### src/rtl/multicycle_control.sv
// Multicycle CPU control FSM: fetch/decode/execute/memory/writeback sequencing
// with a sticky trap state for unsupported opcodes and a retired-instruction
// counter. Control outputs are decoded from the current state and the opcode
// latched in DECODE; only the FETCH/MEM handshake looks at mem_ready.
module multicycle_control (
  input  logic        clk,
  input  logic        reset_n,
  input  logic        run,
  input  logic [6:0]  opcode,
  input  logic        mem_ready,
  output logic [1:0]  alu_op,
  output logic        mem_read,
  output logic        mem_write,
  output logic        ir_write,
  output logic        pc_write,
  output logic        pc_write_cond,
  output logic        reg_write,
  output logic        mem_to_reg,
  output logic        alu_src_b,
  output logic        illegal,
  output logic [2:0]  state,
  output logic [15:0] instr_count
);

  typedef enum logic [2:0] {
    S_IDLE   = 3'b000,
    S_FETCH  = 3'b001,
    S_DECODE = 3'b010,
    S_EXEC   = 3'b011,
    S_MEM    = 3'b100,
    S_WB     = 3'b101,
    S_TRAP   = 3'b110,
    S_BAD    = 3'b111
  } state_t;

  localparam logic [6:0] OP_R  = 7'b0110011;
  localparam logic [6:0] OP_I  = 7'b0010011;
  localparam logic [6:0] OP_LD = 7'b0000011;
  localparam logic [6:0] OP_ST = 7'b0100011;
  localparam logic [6:0] OP_BR = 7'b1100011;

  typedef struct packed {
    logic [1:0] alu_op;
    logic       mem_read;
    logic       mem_write;
    logic       ir_write;
    logic       pc_write;
    logic       pc_write_cond;
    logic       reg_write;
    logic       mem_to_reg;
    logic       alu_src_b;
    logic       illegal;
  } ctrl_t;

  state_t      st_q, st_d;
  logic [6:0]  op_q;
  logic [15:0] cnt_q;
  logic        retire;
  ctrl_t       ctl;

  // instruction class of the latched opcode
  logic is_r, is_i, is_ld, is_st, is_br, op_ok;
  assign is_r  = (op_q == OP_R);
  assign is_i  = (op_q == OP_I);
  assign is_ld = (op_q == OP_LD);
  assign is_st = (op_q == OP_ST);
  assign is_br = (op_q == OP_BR);
  // legality is judged on the live opcode, since it is only sampled in DECODE
  assign op_ok = (opcode == OP_R) || (opcode == OP_I) || (opcode == OP_LD) ||
                 (opcode == OP_ST) || (opcode == OP_BR);

  // state, latched opcode and retire counter; reset drops any pending request
  always_ff @(posedge clk) begin
    if (!reset_n) begin
      st_q  <= S_IDLE;
      op_q  <= '0;
      cnt_q <= '0;
    end else begin
      st_q <= st_d;
      if (st_q == S_DECODE) op_q <= opcode;
      if (retire) cnt_q <= cnt_q + 16'd1;
    end
  end

  // next state and control decode; everything defaults to 0
  always_comb begin
    st_d   = st_q;
    retire = 1'b0;
    ctl    = '0;
    case (st_q)
      S_IDLE: if (run) st_d = S_FETCH;
      S_FETCH: begin
        ctl.mem_read = 1'b1;
        if (mem_ready) begin
          ctl.ir_write = 1'b1;
          ctl.pc_write = 1'b1;
          st_d         = S_DECODE;
        end
      end
      S_DECODE: st_d = op_ok ? S_EXEC : S_TRAP;
      S_EXEC: begin
        if (is_r || is_i) begin
          ctl.alu_op    = 2'b10;
          ctl.alu_src_b = is_i;
          st_d          = S_WB;
        end else if (is_ld || is_st) begin
          ctl.alu_src_b = 1'b1;
          st_d          = S_MEM;
        end else if (is_br) begin
          ctl.alu_op        = 2'b01;
          ctl.pc_write_cond = 1'b1;
          retire            = 1'b1;
        end else begin
          // not reachable through DECODE; park rather than guess
          st_d = S_TRAP;
        end
      end
      S_MEM: begin
        ctl.alu_src_b = 1'b1;
        ctl.mem_read  = is_ld;
        ctl.mem_write = is_st;
        if (mem_ready) begin
          if (is_ld) st_d = S_WB;
          else       retire = 1'b1;
        end
      end
      S_WB: begin
        ctl.reg_write  = 1'b1;
        ctl.mem_to_reg = is_ld;
        retire         = 1'b1;
      end
      // absorbing until reset, so illegal is sticky by construction
      S_TRAP: begin
        ctl.illegal = 1'b1;
        st_d        = S_TRAP;
      end
      default: st_d = S_IDLE;
    endcase
    if (retire) st_d = run ? S_FETCH : S_IDLE;
  end

  assign alu_op        = ctl.alu_op;
  assign mem_read      = ctl.mem_read;
  assign mem_write     = ctl.mem_write;
  assign ir_write      = ctl.ir_write;
  assign pc_write      = ctl.pc_write;
  assign pc_write_cond = ctl.pc_write_cond;
  assign reg_write     = ctl.reg_write;
  assign mem_to_reg    = ctl.mem_to_reg;
  assign alu_src_b     = ctl.alu_src_b;
  assign illegal       = ctl.illegal;
  assign state         = st_q;
  assign instr_count   = cnt_q;

endmodule

### config.mk
export PLATFORM = sky130hd
export DESIGN_NAME = multicycle_control
export DESIGN_NICKNAME = d
export VERILOG_FILES = /design/src/rtl/multicycle_control.sv
export SDC_FILE = /design/constraint.sdc
export NUM_CORES = 1
export LEC_CHECK = 0
export CAP_MARGIN = 20
export CORE_MARGIN = 5
export CORE_UTILIZATION = 42
export DETAILED_ROUTE_END_ITERATION = 7
export GPL_TIMING_DRIVEN = 0
export HOLD_SLACK_MARGIN = 0.1
export PLACE_DENSITY = 0.78
export RECOVER_POWER = 25
export SLEW_MARGIN = 10
export SYNTH_ARGS = -nofsm -noshare
export SYNTH_HDL_FRONTEND = slang
export SYNTH_SLANG_ARGS = --single-unit
### constraint.sdc
create_clock -name clk -period 1.6 [get_ports clk]
set_input_delay 0.32 -clock clk [delete_from_list [all_inputs] [get_ports clk]]
set_output_delay 0.32 -clock clk [all_outputs]
set_load 0.03 [all_outputs]
==> impl_metrics.env <==
export IMPL_outcome="complete, but fails checks"
export IMPL_failed_checks="setup timing"
export IMPL_setup_reg_to_reg_worst_slack_ps=-350
export IMPL_worst_setup_path_start_kind="flip-flop"
export IMPL_clock_tree_from_tritoncts="built"
export IMPL_synth_async_reset_ratio_pct=0
export IMPL_synthTopCellsByArea="dfxtp_1 (36%), mux2i_1 (8.4%), nor2_1 (5.0%)"
export IMPL_finish_net_count=256
export IMPL_final_util_pct=73.8
export IMPL_switching_power_uw=566
export IMPL_clk_root_buffer_cell="clkbuf_4"
export IMPL_post_dp_hpwl_um=2590
export IMPL_synth_flop_cell="dfxtp_1"
export IMPL_hold_path_class="flip-flop to flip-flop"
export IMPL_timing_hold_worst_start="instr_count[13]"
export IMPL_die_area_um2=4670
export IMPL_cell_internal_pwr_uw=1110
export IMPL_p_per_area_nw_per_um2=685
export IMPL_yosys_cell_count_top_type="dfxtp_1"
export IMPL_chipWidth_um=68.4
export IMPL_setup_viol=28
export IMPL_grt_setup_unrepaired="yes"
export IMPL_postCtsHoldBufs=0
export IMPL_setup_slack_ps=-353
export IMPL_synthesis_area_per_instance_um2=8.08
export IMPL_fin_skew_ps=4.32
export IMPL_final_layout_size_suffix_gt1_share_pct=39.1
export IMPL_clockBufferDepth=2
export IMPL_vias=1636
export IMPL_final_cells=289
export IMPL_wl_per_cell_um=18.0
export IMPL_placement_io_buffers=40
export IMPL_dr_first_iter_drc_count=162
export IMPL_synthDominantAreaCellType="dfxtp_1"
export IMPL_fin_crit_sh_pct=122
export IMPL_htree_levels=1
export IMPL_pwr_share_comb_pct=36.4
export IMPL_die_h_um=68.4
export IMPL_irDropWorstVdd_mv=0.373
export IMPL_type_of_destination_of_the_critical_path="flip-flop"
export IMPL_cts_sink_cnt=26
export IMPL_postRouteAntennaNets=0
export IMPL_io_pins=41
export IMPL_synth_sequential_area_ratio_pct=36.4
export IMPL_crit_fanout=6
export IMPL_clock_insertion_delay_worst_skew_ps=330
export IMPL_syn_num_nets=189
export IMPL_final_hold_viol_count=0
export IMPL_post_synth_edffs=0
export IMPL_cts_made_buffers=3
export IMPL_dp_slack_ps=-661
export IMPL_hold_path_endpoint="instr_count[13]"
export IMPL_yosys_reg_bits=26
export IMPL_critical_path_reg2reg_startpoint="instr_count[3]"
export IMPL_antenna_cells=0
export IMPL_clock_fmax_mhz=512
export IMPL_critical_path_arrival_ps=2230
export IMPL_gp_congestion=0.820
export IMPL_clock_transition_at_the_register_clock_pins_on_the_worst_setup_and_hold_paths_after_cts_ps=140
export IMPL_netlist_instances=177
export IMPL_synthToLayoutAreaGrowth_pct=70.8
export IMPL_reg2regPathDepth=5
export IMPL_p_seq_share_pct=43.4
export IMPL_most_frequent_cells_after_synthesis="dfxtp_1 (26), nor2_1 (19), nand2_1 (15)"
export IMPL_p_leak_uw=0.00102
export IMPL_relative_slew_margins_pct=74.1
export IMPL_fin_tns_setup_ps=-5970
export IMPL_clkPwrFrac_pct=20.2
export IMPL_holdPathStages=2
export IMPL_finalWorstPathRequiredPeriod_ps=1950
export IMPL_post_synth_top_area_fraction_pct=36.4
export IMPL_largest_net_degree_at_the_start_of_global_routing=15
export IMPL_placed_cell_count=263
export IMPL_timing_worst_slew_pin_value_ps=387
export IMPL_criticalPathCategory="flip-flop to flip-flop"
export IMPL_final_global_route_overflow_total=0
export IMPL_detail_route_wirelength_um=5210
export IMPL_rows=21
export IMPL_timing_critical_path_required_ps=1880
export IMPL_drc=0
export IMPL_grt_pass1_vias=1455
export IMPL_fillerInstances=243
export IMPL_grt_pass1_wl_um=6620
export IMPL_max_cap_violations=0
export IMPL_netlist_area_um2=1430
export IMPL_synth_cell_types=39
export IMPL_crit_reg2reg_capture="instr_count[14]"
export IMPL_grt_antenna_before_repair=0
export IMPL_post_drt_via_cell_ratio=5.66
export IMPL_power_switching_share_pct=33.9
export IMPL_slew_violations=0
export IMPL_start_util_pct=43.2
export IMPL_yosys_warn_count=0
export IMPL_coreArea_um2=3310
export IMPL_track_usage_pct=18.4
export IMPL_drt_pre_antenna_iters=4
==> what timing repair did <==
action | in CTS | in global routing
gates cloned | 2 | 1
pin swaps | 12 | 9
gates resized for setup | 134 | 41
endpoints found under the setup margin | 56 | 30
buffers inserted | 14 | 6
==> sequential cells by signal, summed over array words and instances, names as in the netlist <==
register / flops
instr_count: 16
op_q: 7
state: 3
==> critical path, cell delays in order, from the launching register on <==
cell and delay [ps]:
dfxtp_1 460, nand4_1 350, nor3_2 330, nand2_1 120, or4_1 520, a21oi_2 130
==> how the worst max path moves through the flow <==
stage / from / to / slack [ps] / cells past startpoint
after floorplan: op_q[2] / instr_count[14] / -240 / 5
after global routing: instr_count[3] / instr_count[14] / -450 / 5
after global placement: mem_ready / pc_write / -680 / 4
after detailed placement: mem_ready / pc_write / -660 / 4
after CTS: op_q[3] / alu_op[0] / -350 / 5
final: instr_count[3] / instr_count[14] / -350 / 5
==> kinds of logic (layout without fill, tap and decap cells) <==
family / Yosys count / in the layout / share of synthesized area (%)
multiplexers: 12 / 12 / 8.40
AND/OR/NAND/NOR: 84 / 84 / 33.4
flip-flops: 26 / 26 / 36.4
buffers and inverters: 18 / 83 / 5.42
XOR/XNOR: 2 / 2 / 1.23
AO/OA/AOI/OAI: 34 / 35 / 14.3
adder cells (fa/ha/maj): 1 / 1 / 0.875
==> final cells by class <==
cell class | instances | area (um2) | share of cell area [%]
Inverter | 7 | 27.5 | 1.13
Buffer | 10 | 114 | 4.66
Clock buffer | 4 | 36.3 | 1.49
Tap cell | 46 | 57.6 | 2.36
Multi-Input combinational cell | 134 | 1090 | 44.7
Timing Repair Buffer | 62 | 578 | 23.7
Sequential cell | 26 | 537 | 22.0
==> per-stage QoR <==
stage          hold WS, ps  instance area (um2)  total power (uW)
2_1_floorplan          461                 1500              1020
3_3_place_gp           481                 1960              1160
3_5_place_dp           478                 1960              1160
4_1_cts                495                 2230              1610
5_1_grt                526                 2440              1730
6_report               502                 2440              1670
==> power by group through the flow <==
stage / Clock (uW) / Combinational [uW] / Sequential, uW
floorplan: 0 / 264 / 756
global placement: 0 / 424 / 733
detailed placement: 0 / 427 / 734
CTS: 345 / 549 / 720
global route: 361 / 642 / 731
finish: 337 / 609 / 725
==> per-layer routing <==
layer / GRT usage (%) / vias to the layer above / wire, um
met3: 1.48 / 18 / 200
met2: 30.6 / 63 / 2690
li1: - / 767 / -
met1: 25.0 / 788 / 2140
met5: 0 / - / 0
met4: 6.45 / 0 / 179
==> cell usage in the layout (no fill, tap or decap), types with 4 or more instances in the layout <==
cell type        netlist  layout
a21oi_1               12       5
or3_1                  7       5
nand2b_1               8       6
nor2_1                19      16
buf_6                  0      18
o21ai_1                0       4
nand3_1                6       5
clkdlybuf4s50_1        0       9
nand2_1               15      13
mux2i_1               12      12
a21oi_2                1       7
dfxtp_2                0       4
dlygate4sd2_1          0      20
nand4_1                4       4
o21ai_0                9       5
dfxtp_1               26      19
buf_4                  2      15
inv_1                  6       6
Note: power is estimated with default switching activity, not from simulation.
==> edit 1: new RTL, config.mk and constraints unchanged <==
Put one more register stage on the output `instr_count`, cleared by the reset. The value now appears one clock later. The other outputs are not delayed to match.
--- a/src/rtl/multicycle_control.sv
+++ b/src/rtl/multicycle_control.sv
@@ -151,5 +151,11 @@
   assign illegal       = ctl.illegal;
   assign state         = st_q;
-  assign instr_count   = cnt_q;
+  always_ff @(posedge clk) begin
+    if (!reset_n) begin
+      instr_count <= '0;
+    end else begin
+      instr_count <= cnt_q;
+    end
+  end
 
 endmodule
Check against the original RTL: not equivalent (Yosys sat finds a counterexample within 10 cycles, from zero or initial values and one cycle with reset_n low).
==> edit 1 against the original RTL <==
The flow still finishes with violations (setup timing); combinational power rose by 140%; first-iteration DRC count fell by 57%; synthesized area rose by 34%; cell area rose by 23%; sequential cell count rose by 16; synthesized cell count rose by 12%; non-clock buffer count rose by 6; maximum frequency fell by 0.20%; worst setup slack got worse by 3.9 ps; total power rose by 110%; critical path depth rose by 1; wire length fell by 6.9%; largest cell class unchanged; highest routed layer unchanged.
==> edit 1: results (changes against the original RTL) <==
----------------------------------------------------
[Routing]
  Number of vias per cell after detailed routing ... 5.169 (-8.7%)
  Vias ... 1685 (+3.0%)
  Iteration-0 DRC count of the detailed router ... 69 (-57%)
  First drt pass iteration count ... 5 (+1)
  Routed length per placed instance ... 14.87 um (-17%)

[STA]
  Min setup slack post-route ... -357.3 ps (-3.944 ps)
  Setup-failing EPs final ... 29 (+3.6%)
  Hold_ws ... 502.5 ps (+0.6370 ps)
  Total Neg Setup Slack ... -5322 ps (+646.8 ps)
  Skew final ... 9.296 ps (+4.976 ps)
  Max-Slew Margin vs Limit ... 73.42% (-0.72 points)

[Logic synthesis]
  Count of different cell masters after synthesis ... 45 (+15%)
  Most frequent cells after synthesis ... 42 x dfxtp_1, 22 x and2_1, 15 x nand2_1
  Net count of the mapped netlist ... 211 (+12%)
  Dominant cells by area after synthesis ... dfxtp_1 44%, and2_1 7.2%, mux2i_1 4.7%
  Post-Syn Area per Cell ... 9.620 um2 (+19%)
  Fraction of synthesis flops using an asynchronous set or reset pin ... 0% (unchanged)
  Fraction of the yosys area taken by sequential cells ... 43.92% (+7.5 points)
  Count of synthesis-stage warnings from yosys ... 0 (unchanged)

[Clocking]
  Worst-path clk slew ... 80 ps (-60 ps)
  H-tree depth reported by CTS ... 2 (+1)
  Number of buffers created by CTS ... 5 (+2)
  Clock latency reported for the late side of the worst-skew pair ... 300 ps (-30 ps)
  Maximum root-to-sink buffer count ... 2 (unchanged)
  Clock root buffer master ... clkbuf_8

[Critical path]
  Critical Path AT ... 1640 ps (-590 ps)
  Register-to-register setup slack ... -290 ps (+60 ps)
  CP delay by family, top ... simple AND/OR/NAND/NOR gates
  Delay of the slowest cell on the worst path ... 330 ps (-190 ps)
  Crit path max fanout ... 4 (-2)
  Slowest cell on crit path ... dfxtp_2

[Global routing]
  Maximum number of pins on one net before global-route repair ... 14 (-1)
  Global-route wire length before repair ... 7.596 mm (+15%)
  Antenna violations before repair ... 0 (unchanged)
  GRT Resource Usage Total ... 15.40% (-3.0 points)

[Finish]
  Share of final-layout standard cells stronger than drive strength 1 ... 37.59% (-1.5 points)
  Number of nets in the layout ... 285 (+11%)
  Biggest regs ... cnt_q x16, instr_count x16, op_q x7
  Number of inserted diodes ... 0 (unchanged)

[Status]
  Run status ... complete, but fails checks
  Violated checks ... setup timing

[Placement]
  HPWL after detailed placement ... 2.849 mm (+10%)
  PortBufs ... 40 (unchanged)
  Global placement routability congestion ... 0.8320 (+1.5%)

[Power and ir drop]
  Leakage Power ... 1.245 nW (+21%)
  Switching Power ... 0.001204 W (+110%)
  Peak supply drop ... 594.1 uV (+59%)

[Hold path]
  Path category of the worst min-delay check ... reg2reg

----------------------------------------------------
[edit 1: worst paths after layout]
check | from | endpoint | cells after the start
worst max-delay path | op_q[3] | mem_read | 6
worst min-delay path | cnt_q[13] | instr_count[13] | 1
worst max register to register | op_q[3] | cnt_q[4] | 8
worst min register to register | cnt_q[13] | instr_count[13] | 1
[edit 1: cells by family after synthesis]
group / after synthesis / share of synthesized area, %
flops: 42 / 43.92
xor+xnor: 5 / 2.287
mux: 10 / 5.294
simple gates: 93 / 30.00
compound gates: 33 / 13.66
fa+ha+maj: 1 / 0.6535
buf+inv: 15 / 4.183
[edit 1: power by group through the flow]
stage / Combinational [W] / Sequential [W] / Clock, W
final: 0.00147 / 0.00125 / 0.000820
after CTS: 0.00115 / 0.00123 / 0.000844
after detailed placement: 0.000952 / 0.00126 / 0
after floorplan: 0.000619 / 0.00131 / 0
after global routing: 0.00156 / 0.00127 / 0.000899
after global placement: 0.000942 / 0.00125 / 0
[edit 1: timing repair]
item | CTS | global route
hold endpoints to repair | 0 | 0
cloned | 2 | 0
gates resized for setup | 135 | 36
pin swaps | 10 | 10
endpoints found under the setup margin | 47 | 44
buffers inserted | 13 | 12
[edit 1: routing by layer]
| metal | share of wire [%] | track usage (%) |
|---|---|---|
| met1 | 42 | 17.84 |
| met3 | 5.0 | 4.977 |
| met5 | 0 | 0 |
| met4 | 2.9 | 8.076 |
| met2 | 50 | 25.25 |
[edit 1: layout make-up]
| cell class | count | area [um2] |
|---|---|---|
| multi-input combinational | 143 | 1212 |
| inverter | 3 | 23.77 |
| clock buffer | 5 | 68.82 |
| fill | 328 | 1383 |
| timing repair buffer | 66 | 626.9 |
| tap | 52 | 65.06 |
| clock inverter | 3 | 40.04 |
| sequential | 42 | 857.1 |
| buffer | 12 | 107.6 |
[edit 1: through the flow]
step	setup slack, ps	instance area (um2)	utilization (%)
after floorplan	-167.9	1968	-
after global placement	-686.8	2434	55.51
after detailed placement	-692.3	2434	55.51
after CTS	-333.8	2769	63.16
after global routing	-428.4	3002	68.46
final	-357.3	3002	68.46
==> edit 2: new RTL, config.mk and constraints unchanged <==
Without the edit above. Reset style: asynchronous (`reset_n`), changed in one clocked block.
--- a/src/rtl/multicycle_control.sv
+++ b/src/rtl/multicycle_control.sv
@@ -71,5 +71,5 @@
 
   // state, latched opcode and retire counter; reset drops any pending request
-  always_ff @(posedge clk) begin
+  always_ff @(posedge clk or negedge reset_n) begin
     if (!reset_n) begin
       st_q  <= S_IDLE;
Check against the original RTL: differs if reset_n is asserted again (counterexample within 4 cycles, from zero or initial values and one cycle with reset_n low); with reset_n held inactive, the same outputs for 10 cycles.
==> edit 2 against the original RTL <==
The run still ends with setup timing left; synthesized area up 6.4%; worst setup slack worse by 7.8 ps; first-iteration DRC count down 44%; final cell count down 15%; clock skew down 2.6 ps; critical path depth unchanged; cell area down 0.72%; wire length down 17%; sequential cell count unchanged; largest cell class unchanged.
Power is not compared: it rests on default switching activity, and its combinational part moved more than twofold at a synthesized area within 25%.
==> edit 2: results (changes against the original RTL) <==
----------------------------------------------------
[Status]
  Run status ... complete, but fails checks
  Violated checks ... setup timing

[Routing]
  Iteration-0 DRC count of the detailed router ... 90 (-44%)
  Post-Route M1 WL ... 1.800 mm (-16%)
  Top metal layer carrying routed signals ... met4
  First drt pass iteration count ... 5 (+1)
  Routed length per placed instance ... 17.59 um (-2.4%)
  Total length of routed met2 wires ... 2.210 mm (-18%)
  Sum of routed wire length over all layers ... 4.344 mm (-17%)
  Vias ... 1371 (-16%)
  Sum of met3 wire segment lengths after detailed routing ... 250 um (+25%)

[Placement]
  Global placement routability congestion ... 0.7976 (-2.7%)
  HPWL after detailed placement ... 2.779 mm (+7.5%)
  Placed cell count ... 218 (-17%)
  Post-placement setup slack ... -910.5 ps (-249.1 ps)
  Area after DPL ... 2069 um2 (+5.8%)

[STA]
  Min setup slack post-route ... -361.2 ps (-7.789 ps)
  Hold_ws ... 476.7 ps (-25.25 ps)
  Max-Slew Margin vs Limit ... 51.06% (-23 points)
  Setup-failing EPs final ... 30 (+7.1%)
  Total Neg Setup Slack ... -7292 ps (-1324 ps)
  Skew final ... 1.688 ps (-2.632 ps)

[Global routing]
  GRT Resource Usage Total ... 18.21% (-0.23 points)
  Global-route wire length before repair ... 7.265 mm (+9.8%)
  Via count of the first global-routing pass ... 1471 (+1.1%)
  Antenna violations before repair ... 0 (unchanged)
  Met2 capacity usage during global routing ... 29.91% (-0.66 points)
  Maximum number of pins on one net before global-route repair ... 16 (+1)
  Met3 layer usage reported by global route ... 4.161% (+2.7 points)
  Met1 global-route usage ... 22.55% (-2.4 points)

[Logic synthesis]
  Count of different cell masters after synthesis ... 44 (+13%)
  Fraction of the yosys area taken by sequential cells ... 42.76% (+6.4 points)
  Net count of the mapped netlist ... 143 (-24%)
  Most frequent cells after synthesis ... 26 x dfrtp_1, 14 x xnor2_1, 8 x nor2_1
  Most used flip-flop cell after synthesis ... dfrtp_1
  Dominant cells by area after synthesis ... dfrtp_1 43%, xnor2_1 8.1%, o211ai_2 3.3%
  Fraction of synthesis flops using an asynchronous set or reset pin ... 100.0% (+100 points)
  Post-Syn Area per Cell ... 11.61 um2 (+44%)

[Critical path]
  Critical Path AT ... 1640 ps (-590 ps)
  Register-to-register setup slack ... -320 ps (+30 ps)
  Launch point of the worst reg-to-reg path ... op_q[3]
  Destination of the worst register-to-register timing path ... instr_count[15]
  R2R depth ... 6 (+1)
  Crit path max fanout ... 4 (-2)

[Clocking]
  Sink count of the clock tree ... 26 (unchanged)
  CTS tree ... built
  Hold buffers post-CTS ... 0 (unchanged)

[Finish]
  Number of nets in the layout ... 214 (-16%)
  Share of final-layout standard cells stronger than drive strength 1 ... 48.26% (+9.2 points)

[Hold path]
  Path category of the worst min-delay check ... in2async

[Power and ir drop]
  Flip-flop and latch power ... 0.00113 W
  Cell-internal power ... 0.002110 W

----------------------------------------------------
[edit 2: changes by cell type after synthesis, sizes merged, moves of 10 or more]
cell   before  now
mux2i      12    1
nand2      15    3
a21oi      13    3
xnor2       0   14
dfxtp      26    0
nor2       19    9
dfrtp       0   26
[edit 2: worst max path at each step]
stage,startpoint,to,slack [ps],depth (start not counted)
3_5_place_dp,op_q[2],mem_read,-910,5
5_1_grt,op_q[3],mem_read,-450,5
2_1_floorplan,op_q[2],mem_read,-90,4
3_3_place_gp,op_q[2],mem_read,-830,5
6_report,op_q[3],alu_op[0],-360,5
4_1_cts,op_q[3],mem_read,-500,5
[edit 2: what timing repair did]
action                     in CTS  in global routing
gates resized for setup       111                 19
setup endpoints to repair      47                 43
buffers inserted               19                  6
pin swaps                      11                  7
[edit 2: kinds of logic (layout without fill, tap and decap cells)]
| kind of cell | count (synthesis) | count (layout) | share of synthesized area, % |
|---|---|---|---|
| and+or+nand+nor | 40 | 40 | 18.34 |
| xor gates and xnor gates | 15 | 15 | 8.635 |
| muxes | 9 | 9 | 6.579 |
| AOI/OAI and AO/OA | 30 | 30 | 18.75 |
| DFF | 26 | 26 | 42.76 |
| buffers and inverters | 10 | 80 | 4.111 |
| adders and majority gates | 1 | 1 | 0.8222 |
[edit 2: worst max-delay path: stages (launching register included)]
cell and delay [ps]:
dfrtp_1 400, nand4bb_4 290, buf_12 180, nor3_4 190
buf_4 150, buf_6 120
[edit 2: cell type report]
type / instances / area, um2
Buffer: 7 / 71.32
Timing Repair Buffer: 66 / 579.3
Tap cell: 46 / 57.56
Clock inverter: 1 / 30.03
Multi-Input combinational cell: 95 / 996.0
Clock buffer: 3 / 22.52
Inverter: 3 / 11.26
Fill cell: 243 / 991.0
Sequential cell: 26 / 656.9
